**src/rtl/jk_bank_ctrl.sv**
```systemverilog
// Command sequencer for a bank of JK flip-flops: issues one J/K step per DRIVE cycle,
// then waits a SETTLE cycle so the next step is computed from the bank's settled outputs.
module jk_bank_ctrl #(
  parameter int unsigned WIDTH = 4,
  parameter int unsigned CNT_W = 8
) (
  input  logic             CLK,
  input  logic             CLR,
  input  logic             CMD_VALID,
  output logic             CMD_READY,
  input  logic [2:0]       CMD_OP,
  input  logic [WIDTH-1:0] CMD_DATA,
  input  logic [CNT_W-1:0] CMD_COUNT,
  input  logic [WIDTH-1:0] Q_FB,
  output logic [WIDTH-1:0] J,
  output logic [WIDTH-1:0] K,
  output logic             BUSY,
  output logic             DONE,
  output logic             TC
);

  localparam logic [1:0] StIdle   = 2'd0;
  localparam logic [1:0] StDrive  = 2'd1;
  localparam logic [1:0] StSettle = 2'd2;

  localparam logic [2:0] OpNop      = 3'd0;
  localparam logic [2:0] OpClear    = 3'd1;
  localparam logic [2:0] OpSet      = 3'd2;
  localparam logic [2:0] OpToggle   = 3'd3;
  localparam logic [2:0] OpLoad     = 3'd4;
  localparam logic [2:0] OpCountUp  = 3'd5;
  localparam logic [2:0] OpCountDn  = 3'd6;
  localparam logic [2:0] OpShiftL   = 3'd7;

  logic [1:0]       state_q, state_d;
  logic [2:0]       op_q, op_d;
  logic [WIDTH-1:0] data_q, data_d;
  logic [CNT_W-1:0] remaining_q, remaining_d;
  logic [WIDTH-1:0] j_q, j_d, k_q, k_d;
  logic             busy_q, busy_d, done_q, done_d, tc_q, tc_d;

  logic [2:0]       step_op;
  logic [WIDTH-1:0] step_data, step_j, step_k;
  logic             lower_all_ones, lower_all_zero, prev_bit;

  assign CMD_READY = (state_q == StIdle) & ~CLR;

  // While idle the step is built from the incoming command so J/K register at accept.
  assign step_op   = (state_q == StIdle) ? CMD_OP : op_q;
  assign step_data = (state_q == StIdle) ? CMD_DATA : data_q;

  always_comb begin
    step_j         = '0;
    step_k         = '0;
    lower_all_ones = 1'b1;
    lower_all_zero = 1'b1;
    prev_bit       = step_data[0];
    for (int i = 0; i < WIDTH; i++) begin
      unique case (step_op)
        OpNop:     begin step_j[i] = 1'b0;           step_k[i] = 1'b0;            end
        OpClear:   begin step_j[i] = 1'b0;           step_k[i] = 1'b1;            end
        OpSet:     begin step_j[i] = 1'b1;           step_k[i] = 1'b0;            end
        OpToggle:  begin step_j[i] = step_data[i];   step_k[i] = step_data[i];    end
        OpLoad:    begin step_j[i] = step_data[i];   step_k[i] = ~step_data[i];   end
        OpCountUp: begin step_j[i] = lower_all_ones; step_k[i] = lower_all_ones;  end
        OpCountDn: begin step_j[i] = lower_all_zero; step_k[i] = lower_all_zero;  end
        OpShiftL:  begin step_j[i] = prev_bit;       step_k[i] = ~prev_bit;       end
        default:   begin step_j[i] = 1'b0;           step_k[i] = 1'b0;            end
      endcase
      lower_all_ones = lower_all_ones & Q_FB[i];
      lower_all_zero = lower_all_zero & ~Q_FB[i];
      prev_bit       = Q_FB[i];
    end
  end

  always_comb begin
    state_d     = state_q;
    op_d        = op_q;
    data_d      = data_q;
    remaining_d = remaining_q;
    j_d         = '0;
    k_d         = '0;
    busy_d      = busy_q;
    done_d      = 1'b0;
    tc_d        = tc_q;
    unique case (state_q)
      StIdle: begin
        if (CMD_VALID) begin
          op_d        = CMD_OP;
          data_d      = CMD_DATA;
          remaining_d = (CMD_OP >= OpCountUp && CMD_COUNT != '0) ? CMD_COUNT : CNT_W'(1);
          j_d         = step_j;
          k_d         = step_k;
          busy_d      = 1'b1;
          tc_d        = 1'b0;
          state_d     = StDrive;
        end
      end
      StDrive: begin
        remaining_d = remaining_q - 1'b1;
        state_d     = StSettle;
      end
      StSettle: begin
        if ((op_q == OpCountUp && (&Q_FB)) || (op_q == OpCountDn && ~(|Q_FB))) tc_d = 1'b1;
        if (remaining_q == '0) begin
          busy_d  = 1'b0;
          done_d  = 1'b1;
          state_d = StIdle;
        end else begin
          j_d     = step_j;
          k_d     = step_k;
          state_d = StDrive;
        end
      end
      default: state_d = StIdle;
    endcase
  end

  always_ff @(posedge CLK) begin
    if (CLR) begin
      state_q     <= StIdle;
      op_q        <= OpNop;
      data_q      <= '0;
      remaining_q <= '0;
      j_q         <= '0;
      k_q         <= '0;
      busy_q      <= 1'b0;
      done_q      <= 1'b0;
      tc_q        <= 1'b0;
    end else begin
      state_q     <= state_d;
      op_q        <= op_d;
      data_q      <= data_d;
      remaining_q <= remaining_d;
      j_q         <= j_d;
      k_q         <= k_d;
      busy_q      <= busy_d;
      done_q      <= done_d;
      tc_q        <= tc_d;
    end
  end

  assign J    = j_q;
  assign K    = k_q;
  assign BUSY = busy_q;
  assign DONE = done_q;
  assign TC   = tc_q;

endmodule

```
**config.mk**
```make
export PLATFORM = sky130hd
export DESIGN_NAME = jk_bank_ctrl
export DESIGN_NICKNAME = d
export VERILOG_FILES = /design/src/rtl/jk_bank_ctrl.sv
export SDC_FILE = /design/constraint.sdc
export NUM_CORES = 1
export LEC_CHECK = 0
export CAP_MARGIN = 20
export CORE_ASPECT_RATIO = 1.4
export CORE_MARGIN = 3
export CORE_UTILIZATION = 53
export DETAILED_ROUTE_END_ITERATION = 8
export DONT_BUFFER_PORTS = 1
export GPL_ROUTABILITY_DRIVEN = 0
export HOLD_SLACK_MARGIN = 0.08
export PLACE_DENSITY = 0.68
export SETUP_SLACK_MARGIN = 0.3
export SYNTH_ARGS = -nofsm -noshare
export SYNTH_HDL_FRONTEND = slang
export SYNTH_SLANG_ARGS = --single-unit
export TNS_END_PERCENT = 100
```
**constraint.sdc**
```tcl
create_clock -name CLK -period 4.4 [get_ports CLK]
set_input_delay 0.66 -clock CLK [delete_from_list [all_inputs] [get_ports CLK]]
set_output_delay 0.66 -clock CLK [all_outputs]
set_load 0.01 [all_outputs]
```
==> Word level (Yosys, flattened, before mapping) <==
Index checks and enable logic that the tools add are counted.
{ "op_classes": {"mux": 29, "reduce_logical": 26, "bitwise": 15, "add_sub_neg": 1, "n_lt_le_gt_ge": 1, "eq_ne": 14} }
{ "op_table": {"columns": ["op", "count"], "rows": [
  ["4-bit two-way mux", 5],
  ["3-bit equality test, second input constant", 6],
  ["1-bit case mux with 6 select lines", 3],
  ["8-bit two-way mux", 2],
  ["4-bit case mux with 2 select lines", 2],
  ["8-bit case mux with 2 select lines", 1],
  ["1-bit case mux with 7 select lines", 2],
  ["2-bit OR reduction", 7],
  ["1-bit inverter", 10],
  ["3-bit OR reduction", 3],
  ["8-bit zero test", 1],
  ["8-bit nonzero test", 1],
  ["8-bit by 1-bit subtractor with 8-bit output, second input constant", 1],
  ["3-bit by 2-bit equality test with 1-bit output, second input constant", 2],
  ["1-bit two-way mux", 6],
  ["2-bit != test, second input constant", 3],
  ["2-bit case mux with 3 select lines", 1],
  ["3-bit AND reduction", 2],
  ["1-bit bitwise AND", 5],
  ["1-bit case mux with 5 select lines", 1],
  ["1-bit case mux with 2 select lines", 2],
  ["1-bit case mux with 4 select lines", 1],
  ["2-bit AND reduction", 2],
  ["4-bit AND reduction", 1],
  ["13 further kinds", 16]
]} }
{ "totals": {"inputBits": 22, "output_inout_bits": 12, "reg_bits": 28, "word_cells": 95} }

==> Longest topological paths before layout <==
Gate-level depths: netlist (run 1).
{ "depth": {"depth_word": 7, "depth_mapped": 7, "ltp_nobuf": 7} }

==> Worst setup path after synthesis (run 1) <==
OpenSTA, ideal clock, no wires.
{ "synth_timing": {"path_type": "input-to-output", "from": "input CLR", "to": "output CMD_READY", "path_buffers": 2, "setup_slack_ps": 2407, "arrival_ps": 1333, "path_stages": 3, "required_time_ps": 3740, "path_cell_list": "clkbuf_1 > clkbuf_1 > nor2_1"} }
{ "synth_between": {"elab_chain_cells": 2} }
{ "synth_lines": {"columns": ["element", "line", "rtl"], "rows": [
  ["start, declared", "8", "input logic CLR,"],
  ["1-bit inverter", "46", "assign CMD_READY = (state_q == StIdle) & ~CLR;"],
  ["1-bit bitwise AND", "46", null],
  ["end, declared", "10", "output logic CMD_READY,"]
]} }
No other way between the ends.

==> Worst setup path in the final report (run 1) <==
{ "layout_timing": {"from": "register state_q[1]", "to": "register j_q[1] (netlist: J[1])"} }
{ "layout_between": {"elab_chain_cells": 7, "word_cells_on_any_way": 19, "classes_between": "8 x eq/ne; 6 x mux; 5 x reduce/logical"} }
{ "layout_lines": {"columns": ["element", "line", "rtl"], "rows": [
  ["start, declared", "35", "logic [1:0] state_q, state_d;"],
  ["start signal, assigned", "121", "state_q <= StIdle;"],
  ["start signal, assigned", "131", "state_q <= state_d;"],
  ["2-bit zero test", "49, 50, 86", null],
  ["3-bit two-way mux", "49", "assign step_op = (state_q == StIdle) ? CMD_OP : op_q;"],
  ["3-bit equality test, or another cell as far along", "59", "unique case (step_op)"],
  ["2-bit OR reduction (no line)", null, null],
  ["1-bit case mux with 5 select lines", "59", null],
  ["4-bit two-way mux, on equally long branches", "105, 88", null],
  ["4-bit case mux with 2 select lines *", "86", "unique case (state_q)"],
  ["end signal, assigned", "135", "j_q <= j_d;"],
  ["end, declared", "39", "logic [WIDTH-1:0] j_q, j_d, k_q, k_d;"]
]} }
Mark *: on every way between the ends. The rest lies on a longest branch, timed or not.
A chain may end at the register's enable or synchronous reset.

==> results of run 1 <==
[sequential cells by signal (all words and copies together) (netlist names)]
register	cells
op_q	3
BUSY	1
data_q	4
remaining_q	8
state_q	2
DONE	1
J	4
TC	1
K	4
[power by group]
group | internal, uW | leakage [uW] | switching (uW)
Sequential | 274 | 0.000230 | 25.4
Combinational | 65.5 | 0.000370 | 91.4
Clock | 122 | 0.0000357 | 86.9
[cell type report]
type,count,area [sq um]
fillers,290,1220
multi-input cells,163,991
flip-flops and latches,28,561
well taps,37,46.3
clock buffers,3,41.3
clock inverters,1,30.0
inverters,5,18.8
[per-stage QoR]
stage	total power (uW)	hold WS (ns)	util (%)	setup slack (ns)
6_report	665	0.427	58.1	2.19
5_1_grt	696	0.416	58.1	2.03
4_1_cts	664	0.425	58.1	2.20
3_5_place_dp	459	0.452	55.6	2.24
3_3_place_gp	454	0.444	55.6	2.36
2_1_floorplan	435	0.434	-	2.41
[path summary, 6_finish.rpt]
check | slack [ns] | start | cells after the start | to
setup / recovery | 2.19 | state_q[1]$_SDFFE_PP0P_ | 5 | J[1]$_SDFF_PP0_
hold / removal | 0.43 | CLR | 1 | remaining_q[5]$_SDFFE_PP0P_
setup reg to reg | 2.19 | state_q[1]$_SDFFE_PP0P_ | 5 | J[1]$_SDFF_PP0_
hold reg to reg | 0.46 | data_q[0]$_SDFFE_PP0P_ | 2 | data_q[0]$_SDFFE_PP0P_
[routing by layer]
layer / track usage, % / part of all wire (%) / wire length, um
met1: 24.9 / 36 / 1520
met3: 4.99 / 6.5 / 272
met2: 41.6 / 55 / 2330
met5: 0 / 0 / 0
met4: 12.2 / 1.9 / 81
[logic make-up (layout without fill, tap and decap cells)]
kind of cell    after synthesis  after routing  synth area share [%]
xor+xnor                      3              3                  1.61
flops                        28             28                  34.4
compound gates               67             67                  25.4
simple gates                 84             84                  27.6
mux                           8              8                  5.37
fa+ha+maj                     1              1                 0.767
buf+inv                      17              9                  4.91
[placed cells by master, fill, tap and decap left out, types with 3 or more instances in the layout]
master / netlist / routed
clkbuf_8: 0 / 3
o22ai_1: 4 / 4
a31oi_1: 4 / 4
o211ai_1: 3 / 3
a211oi_1: 3 / 3
nor3_1: 10 / 10
mux2i_1: 5 / 5
a21oi_1: 26 / 26
nor2_1: 17 / 17
nor2b_1: 4 / 4
dfxtp_1: 28 / 28
xor2_1: 3 / 3
inv_1: 5 / 5
o21ai_0: 6 / 6
nand2_1: 27 / 27
o21ai_1: 6 / 6
==> results.md, run 1 <==
* Status: complete, no violations
* Horiz. Die Dim at approximately 53 um
* Highest Clock Rate at roughly 450 MHz
* Type of element capturing the critical path: flip-flop
* Post-route insts no fill at 237
* Number of distinct library cells after synthesis at around 50
* Count of buffering cells on the critical path with inverters included at 0
* Leakage power of the design at 0.000635 uW
* Y dimension of the die at 71.7 um
* Number of placed instances with taps included at 233
* Wire length of the first global-routing pass at 6810 um
* Row count at 23
* Number of optimization iterations in the first detailed-route pass at 4
* Largest cells by area after synthesis: dfxtp_1 34%, a21oi_1 8.0%, nand2_1 6.2%
* Required time of the critical path at approximately 4.6 ns
* Global route total overflow at 0
* Fraction of layout cells with a size suffix above 1 at under 10%
* Final cycle utilization of the critical path at between 50% and 60%
* Core outline area at between 0.002 and 0.003 sq mm
* Proportion of register bits with asynchronous set or reset after synthesis at 0%
* Post-synth top area share at 34.4%
* Cts-stage hold buffer count at 0
* Critical Setup Path Class: reg -> reg
* Count of flip-flops with a built-in enable after synthesis at 0
* Post-synthesis instance area at roughly 0.0016 sq mm
* Layout overhead on the synthesized area at 3.45%
* Max Slew Vio Count at 0
* Count of nets left with antenna violations after detail routing at 0
* Area of the die at roughly 0.0038 sq mm
* Synthesis Warnings at 0
* Setup repair after global routing missed its margin: false
* Initial Util at between 50% and 60%
* Maximum clock skew at final layout at between 0.005 and 0.006 ns
* Post-synth net total at roughly 230
* Number of antenna violations at the first check in global routing at 0
* Mean cell area of the mapped netlist at a little under 8 sq um
* Detailed-route via count at 1535
* Net count of the finished layout at 224
* Path type of the worst min-delay path: in -> reg
* Crit path arrival time at 2.41 ns
* Setup TNS at 0 ns
* CTS clock-pin slew for the worst setup and hold paths at about 0.10 ns
* Root buffer cell: clkbuf_8
* CTS tree: yes
* Routed vias/inst at 6.48
* Power per cell area at between 300 and 400 mW/mm^2
* Register area share after synthesis at 34.4%
* Final Routed Wirelength at ~4200 um
* Cell area after placement at roughly 0.0016 sq mm
* Skew-Pair Late Insertion Delay at 0.28 ns
* Family of cells with the greatest summed delay on the critical path: compound AO/OA/AOI/OAI gates
* GRT Util Overall at 23.4%
* Worst-path cell with the longest stage delay: dfxtp_1
* Clock period minus final worst setup slack at roughly 2.2 ns
* Yosys top cell by area: dfxtp_1
* Iter 0 DRT Violations at 83
* Slowest stage delay, CP at approximately 0.46 ns
* Post-CTS setup buffer count at 0
* Maximum number of pins on one net before global-route repair at 23
* Top_reg_cell synth: dfxtp_1
* Worst Tran Pin Value at 0.628 ns
* Gate count of the mapped netlist at roughly 210
* Max cap viols at 0
* Worst vdd rail ir drop at 0.367 mV
* Setup violations, final at 0
* Clock buffer count from CTS at 3
* Endpoints failing hold at 0
* Boundary pin count at 34
* Count of state elements after synthesis at 28
* Critical path cell sequence: nor2_4, nand2_1, a2bb2oi_1, a211o_1, a211oi_1
* Critical path fanouts, max at 15
* Top cells by instance count after synthesis: 28 x dfxtp_1, 27 x nand2_1, 26 x a21oi_1, 17 x nor2_1, 10 x nor3_1
* Number of H-tree levels at 1
* Number of global-route vias before repair at around 1500
* Worst slew margin at 58.0%
* Number of sinks on the clock net at 28
* Number of buffer cells added on primary ports at 0
* Per-cell routed wire length at about 18 um
* CTS-repair resized insts at 0
* Area of all placed cells without fillers at approximately 0.0017 sq mm
* Detailed-route DRC error count at 0
* HPWL after detailed placement at about 3100 um
* Clock buffer depth at 2
* Worst setup SP type: flip-flop
* Diode insertion count for antenna repair at 0
* Most numerous cell in the Yosys netlist: dfxtp_1
No activity file was read; power rests on OpenSTA's default activity.
==> run 2: changes to the inputs <==
- clock period: 4.4 -> 2.2 ns (I/O delays scaled with it)
==> run 2 against run 1 <==
Compared with the run above:
- non-clock buffer count grew 6
- largest cell class unchanged
- clock power grew 53%
- critical path type unchanged
- sequential power grew 100%
- flip-flop and latch count is the same
- first-iteration DRC count shrank 27%
==> results.md, run 2 (synthesis results as in run 1) <==
* Status: complete, no violations
* Number of global-route vias before repair at 1503
* Number of H-tree levels at 1
* Boundary pin count at 34
* CTS clock-pin slew for the worst setup and hold paths at 0.10 ns
* Horiz. Die Dim at 52.9 um
* Setup violations, final at 0
* Worst Tran Pin Value at approximately 0.46 ns
* Final cycle utilization of the critical path at about 77%
* Root buffer cell: clkbuf_8
* Number of flip-flops under the largest register name at 8
* Number of placed instances with taps included at between 200 and 250
* GRT Util Overall at between 20 and 25%
* Iter 0 DRT Violations at around 60
* Layout overhead on the synthesized area at 5.37%
* Worst reg2reg setup slack at about 0.50 ns
* Count of buffering cells on the critical path with inverters included at 1
* Worst-path cell with the longest stage delay: dfxtp_2
* Maximum clock skew at final layout at between 0.002 and 0.003 ns
* Net count of the finished layout at 230
* Clk pwr share at 25.6%
* Proportion of power drawn by flip-flops and latches at between 40% and 50%
* Slack of the critical path at 0.498 ns
* Crit path arrival time at between 1.5 and 2 ns
* Cell area after placement at between 0.0015 and 0.002 sq mm
* Most frequent cells in the layout: 27 x nand2_1, 26 x dfxtp_1, 26 x a21oi_1, 17 x nor2_1, 10 x nor3_1
* Post-route insts no fill at approximately 240
* Worst slew margin at between 60 and 70%
* HPWL after detailed placement at around 3100 um
* Worst setup SP type: flip-flop
* Required time of the critical path at around 2.4 ns
* Critical Setup Path Class: reg -> reg
* Type of element capturing the critical path: flip-flop
* Endpoints failing hold at 0
* Part of the total power dissipated in combinational logic at about a quarter
* Clock period minus final worst setup slack at roughly 1.7 ns
* Global route total overflow at 0
* Met3 capacity usage during global routing at under 10%
* Switching share of total power at a little under a third
* Y dimension of the die at between 70 and 80 um
* Clock buffer count from CTS at 3
* Setup TNS at 0 ns
* Register name with the most flops: remaining_q
* Internal Dissipation at between 800 and 900 uW
* Skew-Pair Late Insertion Delay at 0.27 ns
* Core outline area at 0.00291 sq mm
* Max cap viols at 0
* Fraction of layout cells with a size suffix above 1 at between 10% and 20%
* Leading cell type in the layout, fill and taps excluded: nand2_1
* Busiest layer in global routing: met2
* Area of the die at 0.00379 sq mm
* Number of antenna violations at the first check in global routing at 0
* Path type of the worst min-delay path: in -> reg
* Global-route track usage on met1 at roughly 26%
* Final hold slack at 0.109 ns
* Highest Clock Rate at 587 MHz
* Setup repair after global routing missed its margin: false
* Detailed-route DRC error count at 0
* Number of buffer cells added on primary ports at 0
* Max Slew Vio Count at 0
* Cts-stage hold buffer count at 0
* Number of optimization iterations in the first detailed-route pass at 5
* Count of nets left with antenna violations after detail routing at 0
* Wire length of the first global-routing pass at between 6000 and 7000 um
* Routed vias/inst at between 6 and 7
* Final Routed Wirelength at between 4000 and 5000 um
* Detailed-route via count at 1534
* Row count at 23
* Initial Util at between 50% and 60%
* Clock buffer depth at 2
* Per-cell routed wire length at ~17 um
* Number of sinks on the clock net at 28
* Slowest stage delay, CP at 0.40 ns
* Critical path cell sequence: nor2_4, buf_4, mux2_4, nor3_2, o21ai_1, a31oi_1
* Maximum number of pins on one net before global-route repair at 23
* Pre-CTS setup slack at around 0.27 ns
* Power per cell area at 727 mW/mm^2
* Leakage power of the design at roughly 0.00066 uW
* CTS tree: yes
* Diode insertion count for antenna repair at 0
* Area of all placed cells without fillers at ~0.0017 sq mm
* Worst vdd rail ir drop at 0.373 mV
* Family of cells with the greatest summed delay on the critical path: simple AND/OR/NAND/NOR gates
* P_sw at around 390 uW
* Critical path fanouts, max at 14
* Global Route met2 Usage at 42.7%
## run 2: changes by cell type in the layout (fill, tap and decap cells not counted)
| cell | previous run | this run |
|---|---|---|
| buf_4 | 0 | 6 |
| dfxtp_1 | 28 | 26 |
| dfxtp_2 | 0 | 2 |
| bufinv_16 | 1 | 0 |
| clkbuf_8 | 3 | 4 |
## run 2: final cells by class
class                      count  area, sq um
clock buffer                   4         55.1
inverter                       5         18.8
timing repair buffer           6         45.0
sequential                    28          563
tap                           37         46.3
multi-input combinational    163          991
fill                         283         1190
## run 2: final timing paths
path                                               from                 endpoint  cells after the start
worst max-delay path            state_q[0]$_SDFFE_PP0P_          J[2]$_SDFF_PP0_                      6
worst min-delay path                                CLR  state_q[1]$_SDFFE_PP0P_                      1
worst max register to register  state_q[0]$_SDFFE_PP0P_          J[2]$_SDFF_PP0_                      6
worst min register to register   data_q[1]$_SDFFE_PP0P_   data_q[1]$_SDFFE_PP0P_                      2
## run 2: power groups by stage
stage	Combinational [uW]	Clock (uW)	Sequential (uW)
finish	331	320	600
global route	365	352	608
CTS	326	332	599
detailed placement	310	0	611
global placement	302	0	609
floorplan	277	0	593
## run 2: timing repair
item,CTS,global route
setup endpoints to repair,4,3
buffers inserted,4,0
pin swaps,1,0
gates resized for setup,0,2
## run 2: metrics by stage
stage	util [%]	total power, uW
finish	59.1	1250
floorplan	-	871
global route	59.1	1320
CTS	59.1	1260
global placement	56.1	911
detailed placement	56.1	921
## run 2: routing by layer
layer  share of wire, %  wire [um]
met1                 38       1550
met2                 54       2230
met3                6.1        251
met4                1.6         65
met5                  0          0
==> run 3: changes to the inputs <==
- clock period: 2.2 -> 1.6 ns (I/O delays scaled with it)
==> run 3 against run 2 <==
Compared with the run above:
- the flow now finishes with violations (setup timing)
- global-route usage rose by 3.6 points
- combinational power grew 120%
- clock skew is 0.0096 ns higher
- die area unchanged
- first-iteration DRC count increased by 41%
- count of clock-buffer cells in the layout did not move
- via count up 11%
- clock power grew 41%
- highest routed layer unchanged
==> results.md, run 3 (synthesis results as in run 1) <==
* CTS clock-pin slew for the worst setup and hold paths at roughly 0.10 ns
* Worst setup SP type: flip-flop
* Count of nets left with antenna violations after detail routing at 0
* Diode insertion count for antenna repair at 0
* Area of combinational cells with multiple inputs at roughly 0.0012 sq mm
* Worst Tran Pin Value at 0.682 ns
* Most frequent cells in the layout: 25 x nand2_1, 24 x a21oi_1, 21 x dfxtp_1, 17 x buf_4, 15 x nor2_1
* Boundary pin count at 34
* Net count of the finished layout at 251
* Maximum number of pins on one net before global-route repair at 19
* Clock buffer count from CTS at 3
* Crit path arrival time at ~1.8 ns
* Leading cell type in the layout, fill and taps excluded: nand2_1
* GRT Util Overall at between 20% and 30%
* Clock period minus final worst setup slack at roughly 1.6 ns
* Global route total overflow at 0
* Iter 0 DRT Violations at 86
* Number of optimization iterations in the first detailed-route pass at 5
* Power per cell area at roughly 950 mW/mm^2
* HPWL after detailed placement at about 3300 um
* Worst vdd rail ir drop at between 0.7 and 0.8 mV
* Number of buffer cells added on primary ports at 0
* Leakage power of the design at around 0.00080 uW
* Routed vias/inst at around 6.5
* Highest Clock Rate at 617 MHz
* Number of placed instances with taps included at between 200 and 250
* Per-cell routed wire length at 19.2 um
* Worst reg2reg setup slack at -0.02 ns
* Critical Setup Path Class: reg -> reg
* CTS tree: yes
* Skew-Pair Late Insertion Delay at 0.29 ns
* Detailed-route DRC error count at 0
* Slack of the critical path at -0.0202 ns
* Final hold slack at approximately 0.073 ns
* Number of filler cells placed in the layout at 225
* Row count at 23
* Y dimension of the die at between 70 and 80 um
* Number of H-tree levels at 1
* Max cap viols at 0
* Horiz. Die Dim at around 53 um
* Clock buffer depth at 2
* Setup violations, final at 2
* Layout overhead on the synthesized area at 29.8%
* Final Routed Wirelength at between 5000 and 6000 um
* Worst slew margin at 54.4%
* Endpoints failing hold at 0
* Root buffer cell: clkbuf_8
* Area of the die at around 0.0038 sq mm
* Core outline area at approximately 0.0029 sq mm
* Final cycle utilization of the critical path at 101%
* Post-route insts no fill at between 200 and 300
* Required time of the critical path at 1.81 ns
* Number of antenna violations at the first check in global routing at 0
* Number of sinks on the clock net at 28
* Min-Delay Path Depth at 2
* Critical path fanouts, max at 8
* Violations in the final reports: setup timing
* Max Slew Vio Count at 0
* Register name with the most flops: remaining_q
* Initial Util at between 50% and 60%
* Wire length of the first global-routing pass at 7670 um
* Number of global-route vias before repair at ~1700
* Maximum clock skew at final layout at ~0.012 ns
* Worst-case reg-to-reg path depth at 6
* Fraction of layout cells with a size suffix above 1 at 33.0%
* Number of flip-flops under the largest register name at 8
* Detailed-route via count at approximately 1700
* Setup TNS at -0.0256 ns
* Status: finished, violations left
* Path type of the worst min-delay path: in -> reg
* Type of element capturing the critical path: flip-flop
* Finished Core Util at between 70% and 80%
* Sequential cell area at between 500 and 600 sq um
* Setup repair after global routing missed its margin: true
[run 3: cell count changes in the layout (fill, tap and decap cells not counted), sizes merged]
cell	change
buf	+18
dlygate4sd3	+2
mux2	+1
[run 3: worst paths after layout]
check | startpoint | to
setup / recovery | state_q[1]$_SDFFE_PP0P_ | J[2]$_SDFF_PP0_
hold / removal | CMD_DATA[2] | data_q[2]$_SDFFE_PP0P_
setup reg to reg | state_q[1]$_SDFFE_PP0P_ | J[2]$_SDFF_PP0_
hold reg to reg | data_q[1]$_SDFFE_PP0P_ | data_q[1]$_SDFFE_PP0P_
[run 3: per-stage QoR]
stage          total power [uW]  instance area, sq um  setup WS [ns]
2_1_floorplan              1240                  1690          0.103
3_3_place_gp               1330                  1740         0.0275
3_5_place_dp               1340                  1740         0.0183
4_1_cts                    1900                  1980         0.0231
5_1_grt                    2090                  2120        -0.0666
6_report                   2010                  2120        -0.0202
[run 3: routing by layer]
layer / wire length, um / GRT usage [%]
met3: 298 / 5.20
met5: 0 / 0
met2: 2880 / 52.5
met1: 1760 / 25.6
met4: 133 / 11.1
[run 3: cell type report]
cell class	instances	area share, %
Timing Repair Buffer	26	10.7
Inverter	5	0.886
Sequential cell	28	27.2
Tap cell	37	2.19
Multi-Input combinational cell	164	56.4
Clock buffer	4	2.60
[run 3: timing repair]
| action | in CTS | in global routing |
|---|---|---|
| buffers inserted | 9 | 5 |
| pin swaps | 15 | 10 |
| resized for setup | 28 | 22 |
| endpoints found under the setup margin | 19 | 23 |
| hold endpoints to repair | 19 | 0 |
| cloned | 0 | 1 |
| hold buffers | 2 | 0 |
[run 3: power breakdown]
group | leakage (uW) | internal [uW] | total, uW | switching (uW)
logic | 0.000540 | 366 | 731 | 366
clock network | 0.0000288 | 221 | 452 | 231
registers | 0.000233 | 755 | 828 | 72.9
total | 0.000802 | 1340 | 2010 | 669
[run 3: worst max-delay path, stage by stage (launching register included)]
cell,delay (ns)
dfxtp_4,0.38
nor2_4,0.24
buf_6,0.14
mux2_4,0.34
nor3_4,0.20
o21ai_1,0.09
a31oi_1,0.16
